$ cat src/rtl/alu_seq_pkg.sv
// Shared constants, opcode encodings, FSM state type and request payload for alu_seq_arb.
// Define ALU_SEQ_RR_EN to select round-robin arbitration; the default is fixed priority.
package alu_seq_pkg;

    localparam int unsigned DATA_W  = 32;
    localparam int unsigned OP_W    = 4;
    localparam int unsigned CNT_W   = 5;
    localparam int unsigned NUM_REQ = 2;
    localparam int unsigned ID_W    = 1;

    localparam logic [OP_W-1:0] OP_ADD  = 4'b0000;
    localparam logic [OP_W-1:0] OP_SUB  = 4'b0001;
    localparam logic [OP_W-1:0] OP_AND  = 4'b0010;
    localparam logic [OP_W-1:0] OP_OR   = 4'b0011;
    localparam logic [OP_W-1:0] OP_NOT  = 4'b0100;
    localparam logic [OP_W-1:0] OP_SRA  = 4'b1000;
    localparam logic [OP_W-1:0] OP_SLL  = 4'b1001;
    localparam logic [OP_W-1:0] OP_SRL  = 4'b1010;
    localparam logic [OP_W-1:0] OP_ROTL = 4'b1100;
    localparam logic [OP_W-1:0] OP_ROTR = 4'b1101;

    typedef enum logic [1:0] {
        ST_IDLE = 2'd0,
        ST_EXEC = 2'd1,
        ST_RESP = 2'd2
    } state_t;

    typedef struct packed {
        logic [OP_W-1:0]   op;
        logic [DATA_W-1:0] a;
        logic [DATA_W-1:0] b;
    } req_t;

    // Only the defined shift/rotate encodings iterate; undefined ops take the single-cycle path.
    function automatic logic is_shift(input logic [OP_W-1:0] op);
        case (op)
            OP_SRA, OP_SLL, OP_SRL, OP_ROTL, OP_ROTR: return 1'b1;
            default:                                  return 1'b0;
        endcase
    endfunction

endpackage

$ cat src/rtl/alu.sv
// Combinational 32-bit ALU; shift and rotate opcodes move the operand by exactly one bit.
module alu
    import alu_seq_pkg::*;
(
    input  logic [DATA_W-1:0] a,
    input  logic [DATA_W-1:0] b,
    input  logic [OP_W-1:0]   op,
    output logic [DATA_W-1:0] out_c
);

    always_comb begin
        out_c = '0;
        case (op)
            OP_ADD:  out_c = a + b;
            OP_SUB:  out_c = a - b;
            OP_AND:  out_c = a & b;
            OP_OR:   out_c = a | b;
            OP_NOT:  out_c = ~a;
            OP_SRA:  out_c = {a[DATA_W-1], a[DATA_W-1:1]};
            OP_SLL:  out_c = {a[DATA_W-2:0], 1'b0};
            OP_SRL:  out_c = {1'b0, a[DATA_W-1:1]};
            OP_ROTL: out_c = {a[DATA_W-2:0], a[DATA_W-1]};
            OP_ROTR: out_c = {a[0], a[DATA_W-1:1]};
            default: out_c = '0;
        endcase
    end

endmodule

$ cat src/rtl/alu_seq_arb.sv
// Two-requester front end for a single ALU; multi-bit shifts are iterated one bit per cycle.
// ALU_SEQ_RR_EN selects round-robin arbitration, otherwise requester 0 has fixed priority.
module alu_seq_arb
    import alu_seq_pkg::*;
(
    input  logic                      Clk,
    input  logic                      Reset,
    input  logic [NUM_REQ-1:0]        Req_Valid,
    output logic [NUM_REQ-1:0]        Req_Ready,
    input  logic [NUM_REQ*DATA_W-1:0] Req_A,
    input  logic [NUM_REQ*DATA_W-1:0] Req_B,
    input  logic [NUM_REQ*OP_W-1:0]   Req_Op,
    output logic                      Rsp_Valid,
    input  logic                      Rsp_Ready,
    output logic [ID_W-1:0]           Rsp_Id,
    output logic [DATA_W-1:0]         Rsp_Out,
    output logic                      Rsp_Zero,
    output logic                      Busy
);

    state_t            state_q;
    state_t            state_d;
    logic [ID_W-1:0]   grant_idx_c;
    logic [NUM_REQ-1:0] req_ready_c;
    logic              xfer_c;
    req_t              sel_c;

    logic [DATA_W-1:0] acc_q;
    logic [DATA_W-1:0] b_q;
    logic [OP_W-1:0]   op_q;
    logic [ID_W-1:0]   id_q;
    logic [CNT_W-1:0]  cnt_q;

    logic              shift_c;
    logic              exec_last_c;
    logic [DATA_W-1:0] alu_b_c;
    logic [DATA_W-1:0] alu_out_c;
    logic [DATA_W-1:0] result_c;

`ifdef ALU_SEQ_RR_EN
    logic [ID_W-1:0]   last_q;
`endif

    // Grant selection: a lone requester always wins; contention follows the configured policy.
    always_comb begin
        grant_idx_c = '0;
        if (&Req_Valid) begin
`ifdef ALU_SEQ_RR_EN
            grant_idx_c = ~last_q;
`else
            grant_idx_c = '0;
`endif
        end else if (Req_Valid[1]) begin
            grant_idx_c = ID_W'(1);
        end
    end

    // Ready is offered only in IDLE and held low while Reset is asserted.
    always_comb begin
        req_ready_c = '0;
        if ((state_q == ST_IDLE) && !Reset && (|Req_Valid)) begin
            req_ready_c = NUM_REQ'(1) << grant_idx_c;
        end
    end

    assign Req_Ready = req_ready_c;
    assign xfer_c    = |(Req_Valid & req_ready_c);

    always_comb begin
        sel_c = '0;
        for (int unsigned i = 0; i < NUM_REQ; i++) begin
            if (grant_idx_c == ID_W'(i)) begin
                sel_c.op = Req_Op[i*OP_W +: OP_W];
                sel_c.a  = Req_A[i*DATA_W +: DATA_W];
                sel_c.b  = Req_B[i*DATA_W +: DATA_W];
            end
        end
    end

    // Non-shift ops load a zero count, so a count of 0 or 1 marks the final EXEC cycle for every op.
    assign shift_c     = is_shift(op_q);
    assign exec_last_c = (cnt_q <= CNT_W'(1));
    assign alu_b_c     = shift_c ? DATA_W'(1) : b_q;
    assign result_c    = (shift_c && (cnt_q == '0)) ? acc_q : alu_out_c;

    alu u_alu (
        .a     (acc_q),
        .b     (alu_b_c),
        .op    (op_q),
        .out_c (alu_out_c)
    );

    always_ff @(posedge Clk or posedge Reset) begin
        if (Reset) begin
            state_q <= ST_IDLE;
        end else begin
            state_q <= state_d;
        end
    end

    always_comb begin
        state_d = state_q;
        case (state_q)
            ST_IDLE: if (xfer_c)                  state_d = ST_EXEC;
            ST_EXEC: if (exec_last_c)             state_d = ST_RESP;
            ST_RESP: if (Rsp_Valid && Rsp_Ready)  state_d = ST_IDLE;
            default:                              state_d = ST_IDLE;
        endcase
    end

    // Operand capture and iterative shift accumulator.
    always_ff @(posedge Clk or posedge Reset) begin
        if (Reset) begin
            acc_q <= '0;
            b_q   <= '0;
            op_q  <= '0;
            id_q  <= '0;
            cnt_q <= '0;
        end else if (xfer_c) begin
            acc_q <= sel_c.a;
            b_q   <= sel_c.b;
            op_q  <= sel_c.op;
            id_q  <= grant_idx_c;
            cnt_q <= is_shift(sel_c.op) ? sel_c.b[CNT_W-1:0] : '0;
        end else if ((state_q == ST_EXEC) && shift_c && (cnt_q != '0)) begin
            acc_q <= alu_out_c;
            cnt_q <= cnt_q - CNT_W'(1);
        end
    end

`ifdef ALU_SEQ_RR_EN
    always_ff @(posedge Clk or posedge Reset) begin
        if (Reset) begin
            last_q <= ID_W'(1);
        end else if (xfer_c) begin
            last_q <= grant_idx_c;
        end
    end
`endif

    // Response registers are loaded once on leaving EXEC and then held until the handshake.
    always_ff @(posedge Clk or posedge Reset) begin
        if (Reset) begin
            Rsp_Valid <= 1'b0;
            Rsp_Out   <= '0;
            Rsp_Zero  <= 1'b1;
            Rsp_Id    <= '0;
            Busy      <= 1'b0;
        end else begin
            Rsp_Valid <= (state_d == ST_RESP);
            Busy      <= (state_d != ST_IDLE);
            if ((state_q == ST_EXEC) && exec_last_c) begin
                Rsp_Out  <= result_c;
                Rsp_Zero <= (result_c == '0);
                Rsp_Id   <= id_q;
            end
        end
    end

endmodule
$ cat config.mk
export PLATFORM = sky130hd
export DESIGN_NAME = alu_seq_arb
export DESIGN_NICKNAME = d
export VERILOG_FILES = /design/src/rtl/alu_seq_pkg.sv /design/src/rtl/alu.sv /design/src/rtl/alu_seq_arb.sv
export SDC_FILE = /design/constraint.sdc
export NUM_CORES = 1
export LEC_CHECK = 0
export BUFFER_PORTS_ARGS = -buffer_cell sky130_fd_sc_hd__buf_2
export CAP_MARGIN = 30
export CORE_ASPECT_RATIO = 0.9
export CORE_MARGIN = 2
export CORE_UTILIZATION = 50
export CTS_CLUSTER_DIAMETER = 50
export DETAILED_ROUTE_END_ITERATION = 10
export PLACE_DENSITY = 0.77
export SLEW_MARGIN = 40
export SYNTH_ARGS = -nofsm -noshare
export SYNTH_HDL_FRONTEND = slang
export SYNTH_HIERARCHICAL = 1
export SYNTH_SLANG_ARGS = --single-unit
$ cat constraint.sdc
create_clock -name Clk -period 10.35 [get_ports Clk]
set_input_delay 1.5525 -clock Clk [delete_from_list [all_inputs] [get_ports Clk]]
set_output_delay 1.5525 -clock Clk [all_outputs]
set_load 0.005 [all_outputs]
# Word level (Yosys, flattened, before mapping)
# Cells that the tools add are included.
dict set report op_classes {
  n_addsub 3
  n_mul 0
  n_div 0
  order_cmp 1
  eq_ne 17
  shifts 1
  mux 19
  n_bitwise 4
  n_reduce_logical 20
}
# cell count
set op_table {}
lappend op_table {{32-bit case mux with 10 select lines} 1}
lappend op_table {{32-bit two-way mux} 4}
lappend op_table {{68-bit two-way mux} 1}
lappend op_table {{4-bit == test, second input constant} 10}
lappend op_table {{32-bit adder} 1}
lappend op_table {{32-bit AND} 1}
lappend op_table {{32-bit zero test} 1}
lappend op_table {{32-bit inverter} 1}
lappend op_table {{32-bit OR} 1}
lappend op_table {{32-bit subtractor} 1}
lappend op_table {{5-bit two-way mux} 3}
lappend op_table {{5-bit OR reduction} 2}
lappend op_table {{4-bit by 2-bit == test with 1-bit output, second input constant} 2}
lappend op_table {{2-bit two-way mux} 4}
lappend op_table {{1-bit logical AND} 7}
lappend op_table {{2-bit case mux with 3 select lines} 1}
lappend op_table {{5-bit by 1-bit <= comparator with 1-bit output, second input constant} 1}
lappend op_table {{5-bit zero test} 1}
lappend op_table {{1-bit two-way mux} 5}
lappend op_table {{5-bit nonzero test} 1}
lappend op_table {{5-bit by 1-bit subtractor with 5-bit output, second input constant} 1}
lappend op_table {{2-bit == test, second input constant} 2}
lappend op_table {{4-bit by 1-bit == test with 1-bit output, second input constant} 1}
lappend op_table {{4-bit by 3-bit == test with 1-bit output, second input constant} 1}
lappend op_table {{other kinds (9)} 11}
dict set report totals {
  reg_bits 112
  latchBits 0
  ram_bits 0
  romBits 0
  in_bits 141
  output_inout_bits 38
  wordCells 76
  n_memories 0
}

# Longest topological paths before layout
# Gate-level depths: netlist of the first run.
dict set report logic_depth {
  depth_word 9
  ltp_mapped 27
  ltp_nobuf 26
}

# Modules after synthesis
# Netlist of the first run, hierarchy kept.
# module instances cells_per_inst area_per_inst_um2 seq_area_each_um2
set modules_own_cells {}
lappend modules_own_cells {alu_seq_arb 1 635 5796.8 2803.9}
lappend modules_own_cells {alu 1 536 3614.7 0.0}

# Worst setup path after synthesis of the first run
# Ideal clock, no wire load.
dict set report synth_path {
  path_type {register to register}
  start {register op_q[0]}
  end {register Rsp_Zero}
  setup_time_ps 79
  arrival_time_ps 5364
  required_time_ps 10271
  path_slack_ps 4908
  stages_incl_launch_ff 25
  path_buffers 1
  synth_period_minus_slack_ps 5442
  cell_sequence {dfrtp_1 -> o21ai_0 -> nand2_1 -> clkbuf_1 -> and2_1 -> or3_4 -> or3b_1 -> or2_4 -> nor3_4 -> nand2_2 -> or4_4 -> o31ai_4 -> xor2_1 -> ha_1 -> a21o_1 -> a2111oi_0 -> o311ai_0 -> a31oi_1 -> xnor2_1 -> o211ai_1 -> nor4_1 -> nand4_1 -> nor2_1 -> a21oi_1 -> o21ai_0}
}
dict set report synth_between {
  elab_chain_len 8
  word_cells_on_any_way 21
  classes_between {2 x add/sub; 9 x eq/ne; 4 x mux; 2 x bitwise; 4 x reduce/logical}
}
# item line
set synth_lines {}
lappend synth_lines {{start, declared} alu_seq_arb.sv:30} ;# logic [OP_W-1:0] op_q;
lappend synth_lines {{start signal, assigned} alu_seq_arb.sv:122} ;# op_q <= sel_c.op;
lappend synth_lines {{4-bit == test} alu_seq_pkg.sv:36} ;# case (op)
lappend synth_lines {{5-bit OR reduction *} alu_seq_pkg.sv:36}
lappend synth_lines {{1-bit two-way mux *} alu_seq_pkg.sv:36}
lappend synth_lines {{32-bit two-way mux *} alu_seq_arb.sv:83} ;# assign alu_b_c = shift_c ? DATA_W'(1) : b_q;
lappend synth_lines {{named net alu_b_c[4]} alu_seq_arb.sv:36} ;# logic [DATA_W-1:0] alu_b_c;
lappend synth_lines {{32-bit subtractor or 32-bit adder (tied branches)} {alu.sv:15, alu.sv:14}}
lappend synth_lines {{32-bit case mux with 10 select lines *} alu.sv:13} ;# case (op)
lappend synth_lines {{named net alu_out_c[31]} alu_seq_arb.sv:37} ;# logic [DATA_W-1:0] alu_out_c;
lappend synth_lines {{32-bit two-way mux *} alu_seq_arb.sv:84} ;# assign result_c = (shift_c && (cnt_q == '0)) ? acc_q : alu_out_c;
lappend synth_lines {{32-bit zero test *} alu_seq_arb.sv:154} ;# Rsp_Zero <= (result_c == '0);
lappend synth_lines {{end signal, assigned} alu_seq_arb.sv:154}
lappend synth_lines {{end, declared} alu_seq_arb.sv:17} ;# output logic Rsp_Zero,
# Mark *: on every way through the listed nets, which the timed path passes. The rest lies on a longest branch.
# A chain may end at the register's enable or synchronous reset.

# Worst setup path after layout of the first run
dict set report layout_path {
  start {register op_q[2]}
  end {register Rsp_Zero}
}
# The elaborated chain is that of the path after synthesis.

==> flow_metrics.tcl, run 1 <==
set metrics [dict create \
    nNetsFinal 1470 \
    launch_point_of_the_critical_path "op_q[2]" \
    path_class "flip-flop to flip-flop" \
    synth-seq-cells 112 \
    number_of_global_route_vias_before_repair 8475 \
    cts_post_setup_buffers_inserted 0 \
    drt_drc_violations_left 0 \
    fp.dieH_microns 134 \
    timing.max_cap.violations 0 \
    clkSlewWorstSetupHoldPaths_ns 0.08 \
    hold_class "flip-flop to flip-flop" \
    detailroute.via_count 9595 \
    p_sw_uw 2300 \
    timing.critical_path.slowest_cell_delay_ns 0.56 \
    cts_num_sinks 112 \
    comb_power_share_pct 70.5 \
    fin_hold_ws_ns 0.475 \
    max_slew_headroom_at_the_worst_pin_pct 45.1 \
    drt_pass1_iterations 7 \
    setup.worst_path.end_class "flip-flop" \
    ys_async_sr_fraction_pct 100 \
    ys_seq_area_share_pct 29.8 \
    vdd_drop_max_uv 172 \
    critical_path.reg2reg.startpoint "op_q[2]" \
    pre_cts_ws_ns 3.73 \
    synth-compound-area-share_pct 25.0 \
    synth_top_cells_by_area "dfrtp_1 30%, nand2_1 9.3%, mux2i_1 7.3%" \
    port-buffer-count 178 \
    total_routing_usage_gr_pct 28.5 \
    route.antenna.remaining_nets 0 \
    area_fraction_in_and_or_nand_and_nor_cells_after_synthesis_pct 22.1 \
    synth_top_cells_by_count "232 x nand2_1, 111 x dfrtp_1, 77 x o21ai_0, 70 x nor2_1, 69 x mux2i_1" \
    critical-path-top-cell-by-count "o21ai_0" \
    hold-path-endpoint "Rsp_Out[20]" \
    synth_xor_area_share_pct 5.77 \
    wirelength_microns 28600 \
    clock_tree.buffer_depth 2 \
    htree_levels 3 \
    synth_cell_types 68 \
    antenna-diode-count 0 \
    grt_pass1_wl_microns 45400 \
    mappedNetlistArea_sq_um 9410 \
    floorplan.core_area_sq_um 18400 \
    drt-wirelength-per-cell_microns 18.6 \
    reg2reg_slack_ns 3.72 \
    finalSetupTns_ns 0 \
    worst-path-max-fanout 32 \
    netlist.area_leader.share_pct 29.5 \
    clockRootBuffer "clkbuf_16" \
    cts_resized 0 \
    tightest_slew_ns 0.821 \
    post_synth.cell_area_avg_sq_um 8.04 \
    finalSetupViolations 0 \
    initial_antenna_violation_count 0 \
    crit_path_cell_trace "o21ai_0 > nand2_1 > and2_1 > or3_4 > or3b_1 > or2_4 > nor3_4 > nand2_2 > or4_4 > o31ai_4 > xor2_1 > ha_1 > a21o_1 > a2111oi_0 > o311ai_0 > a31oi_1 > xnor2_1 > o211ai_1 > nor4_1 > nand4_1 > nor2_1 > a21oi_1 > o21ai_0" \
    timing.critical_path.arrival_ns 6.92 \
    min-delay-start "Rsp_Out[20]" \
    detail_route.iter0.violations 1205 \
    worst_path_cell_with_the_longest_stage_delay "dfrtp_1" \
    outcome "complete, no violations" \
    fmax_mhz 151 \
    rows 47 \
    p_sw_share_pct 53.1 \
    detail_route.vias_per_cell 6.23 \
    hold_depth 2 \
    place_congestion 1.00 \
    grt_remaining_overflow 0 \
    yosysMostFrequentCell "nand2_1" \
    largest_net_degree_at_the_start_of_global_routing 70 \
    clock_insertion_delay_at_the_later_pin_of_the_skew_report_ns 0.37 \
    synthFlopType "dfrtp_1" \
    number_of_flops_mapped_to_enable_cells_by_yosys 0 \
    timing.rr.end "Rsp_Zero" \
    power.sequential.fraction_pct 21.3 \
    hold_viol_final 0 \
    p_leak_uw 0.00503 \
    final.period_utilization_pct 64.1 \
    initial_utilization_pct 51.1 \
    die_width_microns 149 \
    synth_top_area_cell "dfrtp_1" \
    worst-r2r-cell-count 23 \
    design.die.area_sq_um 19900 \
    power_density_nw_per_um2 403 \
    fin_ws_ns 3.72 \
    dp_hpwl_microns 21400 \
    crit_path_start_kind "flip-flop" \
    timing.final.crit_period_ns 6.63 \
    p_int_uw 2030 \
    setup_clock_skew_after_layout_ns 0.0144 \
    synthMuxAreaShare_pct 7.86 \
    io-pin-count 179 \
    syn2layout_area_growth_pct 13.9 \
    clock_power_share_pct 8.2 \
    slew_viol_final 0 \
    adder_cell_share_of_the_synthesized_area_pct 5.13 \
    cts_tree "done" \
    syn-num-nets 1350 \
    critPathRequiredTime_ns 10.64 \
    rsz0062_at_grt "false" \
    cts-buffers-inserted 9 \
    final_layout_size_suffix_gt1_share_pct 18.4 \
    synth_top_family_by_area "compound AO/OA/AOI/OAI gates" \
    yosysWarningCount 6 \
    synthesis.instances 1171 \
    cts_hold_buf 0 \
]
[layout by cell type, fill, tap and decap left out, types with 33 or more instances in the layout]
| cell | count |
|---|---|
| xnor2_1 | 33 |
| dfrtp_1 | 111 |
| buf_2 | 178 |
| o21ai_0 | 77 |
| a21oi_1 | 34 |
| o2111ai_1 | 35 |
| mux2i_1 | 69 |
| a31oi_1 | 39 |
| nand2_1 | 232 |
| nor2_1 | 70 |
| ha_1 | 37 |
| and2_1 | 34 |
[cell type report]
class / instances / area [sq um]
Tap cell: 245 / 307
Inverter: 16 / 62.6
Clock inverter: 6 / 67.6
Timing Repair Buffer: 194 / 1010
Sequential cell: 112 / 2800
Fill cell: 1705 / 7680
Clock buffer: 10 / 239
Multi-Input combinational cell: 958 / 6230
[flip-flops by register name, indices dropped and copies added (netlist names), 2 cells and up]
register  flops
Rsp_Out      32
op_q          4
cnt_q         5
acc_q        32
b_q          32
state_q       2
[worst max path at each step]
| stage | endpoint | slack (ns) | depth (start not counted) |
|---|---|---|---|
| after floorplan | Rsp_Zero | 4.91 | 24 |
| after global placement | Rsp_Zero | 3.88 | 23 |
| after detailed placement | Rsp_Zero | 3.73 | 23 |
| after CTS | Rsp_Zero | 3.72 | 23 |
| after global routing | Rsp_Zero | 3.01 | 23 |
| final | Rsp_Zero | 3.72 | 23 |
[per-stage QoR]
step	utilization [%]	cell area [sq um]	cells	power, uW
6_report	58.3	10700	1541	4320
5_1_grt	58.3	10700	1541	4690
4_1_cts	58.2	10700	1541	4250
3_5_place_dp	56.6	10400	1525	3890
3_3_place_gp	56.6	10400	1525	3840
2_1_floorplan	-	9410	1171	3110
[power by group through the flow]
stage / clock network (uW) / registers (uW) / logic, uW
floorplan: 0 / 809 / 2300
finish: 355 / 923 / 3050
global placement: 0 / 910 / 2930
CTS: 362 / 911 / 2980
detailed placement: 0 / 919 / 2970
global route: 378 / 955 / 3350
[cells by family (layout without fill, tap and decap cells)]
group | count (synthesis) | in the layout
buf+inv | 101 | 226
mux | 73 | 73
compound gates | 339 | 339
simple gates | 446 | 446
xor+xnor | 62 | 62
fa+ha+maj | 38 | 38
flops | 112 | 112
[per-layer routing]
| layer | share of wire, % | global-route usage (%) |
|---|---|---|
| met1 | 47 | 44.6 |
| met2 | 41 | 40.0 |
| met3 | 11 | 6.39 |
| met4 | 1.3 | 5.82 |
| met5 | 0 | 0 |
[critical path: cells and delay by family (launching register included)]
family,cells,cell delay (ns)
xor gates and xnor gates,2,0.35
and+or+nand+nor,11,3.31
AOI/OAI and AO/OA,9,1.99
DFF,1,0.56
adders and majority gates,1,0.34
Power figures use the tool's default switching activity.
==> run 2, diff against run 1 <==
- clock period: 10.35 -> 6.19 ns (I/O delays scaled with it)
==> flow_metrics.tcl, run 2 (same netlist as run 1, synthesis figures left out) <==
set metrics [dict create \
    detailroute.via_count 9713 \
    launch_point_of_the_critical_path "op_q[0]" \
    cts_num_sinks 112 \
    grt_pass1_wl_microns 46600 \
    worst-path-max-fanout 12 \
    port-buffer-count 178 \
    htree_levels 3 \
    power_density_nw_per_um2 703 \
    critical_path.endpoint "Rsp_Zero" \
    design.die.area_sq_um 19900 \
    rows 47 \
    io-pin-count 179 \
    syn2layout_area_growth_pct 17.3 \
    hold_class "flip-flop to flip-flop" \
    detail_route.vias_per_cell 6.14 \
    cts_tree "done" \
    finalSetupViolations 0 \
    slew_viol_final 0 \
    layout_top_registers "Rsp_Out: 32 flops, acc_q: 32 flops, b_q: 32 flops" \
    finalPower_uw 7760 \
    fin_ws_ns 0.403 \
    nNetsFinal 1512 \
    setup_clock_skew_after_layout_ns 0.0119 \
    layout.cells.most_common "nand2_1" \
    cts_post_setup_buffers_inserted 0 \
    place_congestion 1.06 \
    tightest_slew_ns 0.708 \
    outcome "complete, no violations" \
    timing.critical_path.slowest_cell_delay_ns 0.43 \
    max_slew_headroom_at_the_worst_pin_pct 52.8 \
    critical_path.reg2reg.startpoint "op_q[0]" \
    timing.max_cap.violations 0 \
    p_leak_uw 0.00523 \
    reg2reg_slack_ns 0.40 \
    largest_net_degree_at_the_start_of_global_routing 71 \
    drt_pass1_iterations 6 \
    worst_path_cell_with_the_longest_stage_delay "or3b_1" \
    timing.final.crit_period_ns 5.79 \
    grt_remaining_overflow 0 \
    drt-wirelength-per-cell_microns 18.4 \
    vdd_drop_max_uv 268 \
    number_of_global_route_vias_before_repair 8800 \
    route.antenna.remaining_nets 0 \
    worst-r2r-cell-count 24 \
    final.period_utilization_pct 93.5 \
    pre_cts_ws_ns 0.341 \
    timing.critical_path.arrival_ns 6.07 \
    final_layout_size_suffix_gt1_share_pct 21.2 \
    finalSetupTns_ns 0 \
    fmax_mhz 173 \
    crit_path_start_kind "flip-flop" \
    timing.rr.end "Rsp_Zero" \
    clock_tree.buffer_depth 2 \
    most-common-layout-cells "231 x nand2_1, 178 x buf_2, 111 x dfrtp_1" \
    initial_antenna_violation_count 0 \
    drt_drc_violations_left 0 \
    wirelength_microns 29100 \
    floorplan.core_area_sq_um 18400 \
    hold_viol_final 0 \
    hold_depth 2 \
    dp_hpwl_microns 21600 \
    critPathRequiredTime_ns 6.48 \
    setup.worst_path.end_class "flip-flop" \
    initial_utilization_pct 51.1 \
    fp.dieH_microns 134 \
    clkSlewWorstSetupHoldPaths_ns 0.08 \
    cts-buffers-inserted 9 \
    die_width_microns 149 \
    fin_hold_ws_ns 0.480 \
    antenna-diode-count 0 \
    detail_route.iter0.violations 958 \
    clockRootBuffer "clkbuf_16" \
    total_routing_usage_gr_pct 29.0 \
    final_core_util_pct 60.0 \
    clock_insertion_delay_at_the_later_pin_of_the_skew_report_ns 0.37 \
    path_class "flip-flop to flip-flop" \
    crit_path_cell_trace "o21ai_1 > nand2_2 > and2_1 > or3_4 > or3b_1 > or2_4 > o41ai_1 > xor2_1 > ha_1 > o2111ai_1 > a31oi_1 > o31ai_1 > buf_4 > o21ai_0 > a221o_1 > a31o_2 > buf_4 > o21a_1 > o211ai_1 > nor4_1 > nand4_1 > nor2_1 > a21oi_1 > o21ai_0" \
]
## run 2: per-layer routing
layer	GRT usage (%)	vias to the layer above	routed length [microns]
li1	-	4661	-
met1	45.0	4512	13600
met2	41.4	503	12000
met3	6.29	37	3100
met4	6.24	0	404
met5	0	-	0
## run 2: how the worst min path moves through the flow
stage	start	endpoint	slack, ns
6_report	Rsp_Out[21]	Rsp_Out[21]	0.48
5_1_grt	Rsp_Out[25]	Rsp_Out[25]	0.51
4_1_cts	Rsp_Out[25]	Rsp_Out[25]	0.48
2_1_floorplan	b_q[0]	b_q[0]	0.44
3_5_place_dp	Rsp_Out[25]	Rsp_Out[25]	0.47
3_3_place_gp	Rsp_Out[30]	Rsp_Out[30]	0.46
## run 2: report_power, final
part,switching (uW),internal [uW]
sequential,442,1050
clock,292,284
combinational,3250,2440
## run 2: metrics by stage
stage | instances | cell area, sq um
after CTS | 1583 | 11000
after global placement | 1566 | 10700
after detailed placement | 1567 | 10700
final | 1583 | 11000
after floorplan | 1171 | 9410
after global routing | 1583 | 11000
## run 2: layout make-up
class                           count  area (sq um)
Multi-Input combinational cell    958          6240
Inverter                           16          62.6
Tap cell                          245           307
Fill cell                        1641          7370
Clock buffer                       10           229
Clock inverter                      6          67.6
Sequential cell                   112          2800
Timing Repair Buffer              236          1330
## run 2: worst max-delay path, delay by kind of cell, from the launching register on
kind            cells  cell delay [ns]
xor+xnor            1             0.13
buf+inv             2             0.28
simple gates        8             2.22
flops               1             0.38
fa+ha+maj           1             0.42
compound gates     12             2.29
## run 2: repair_timing
item	in CTS	in global routing
hold buffers	0	0
endpoints found under the setup margin	0	1
resized for setup	0	4
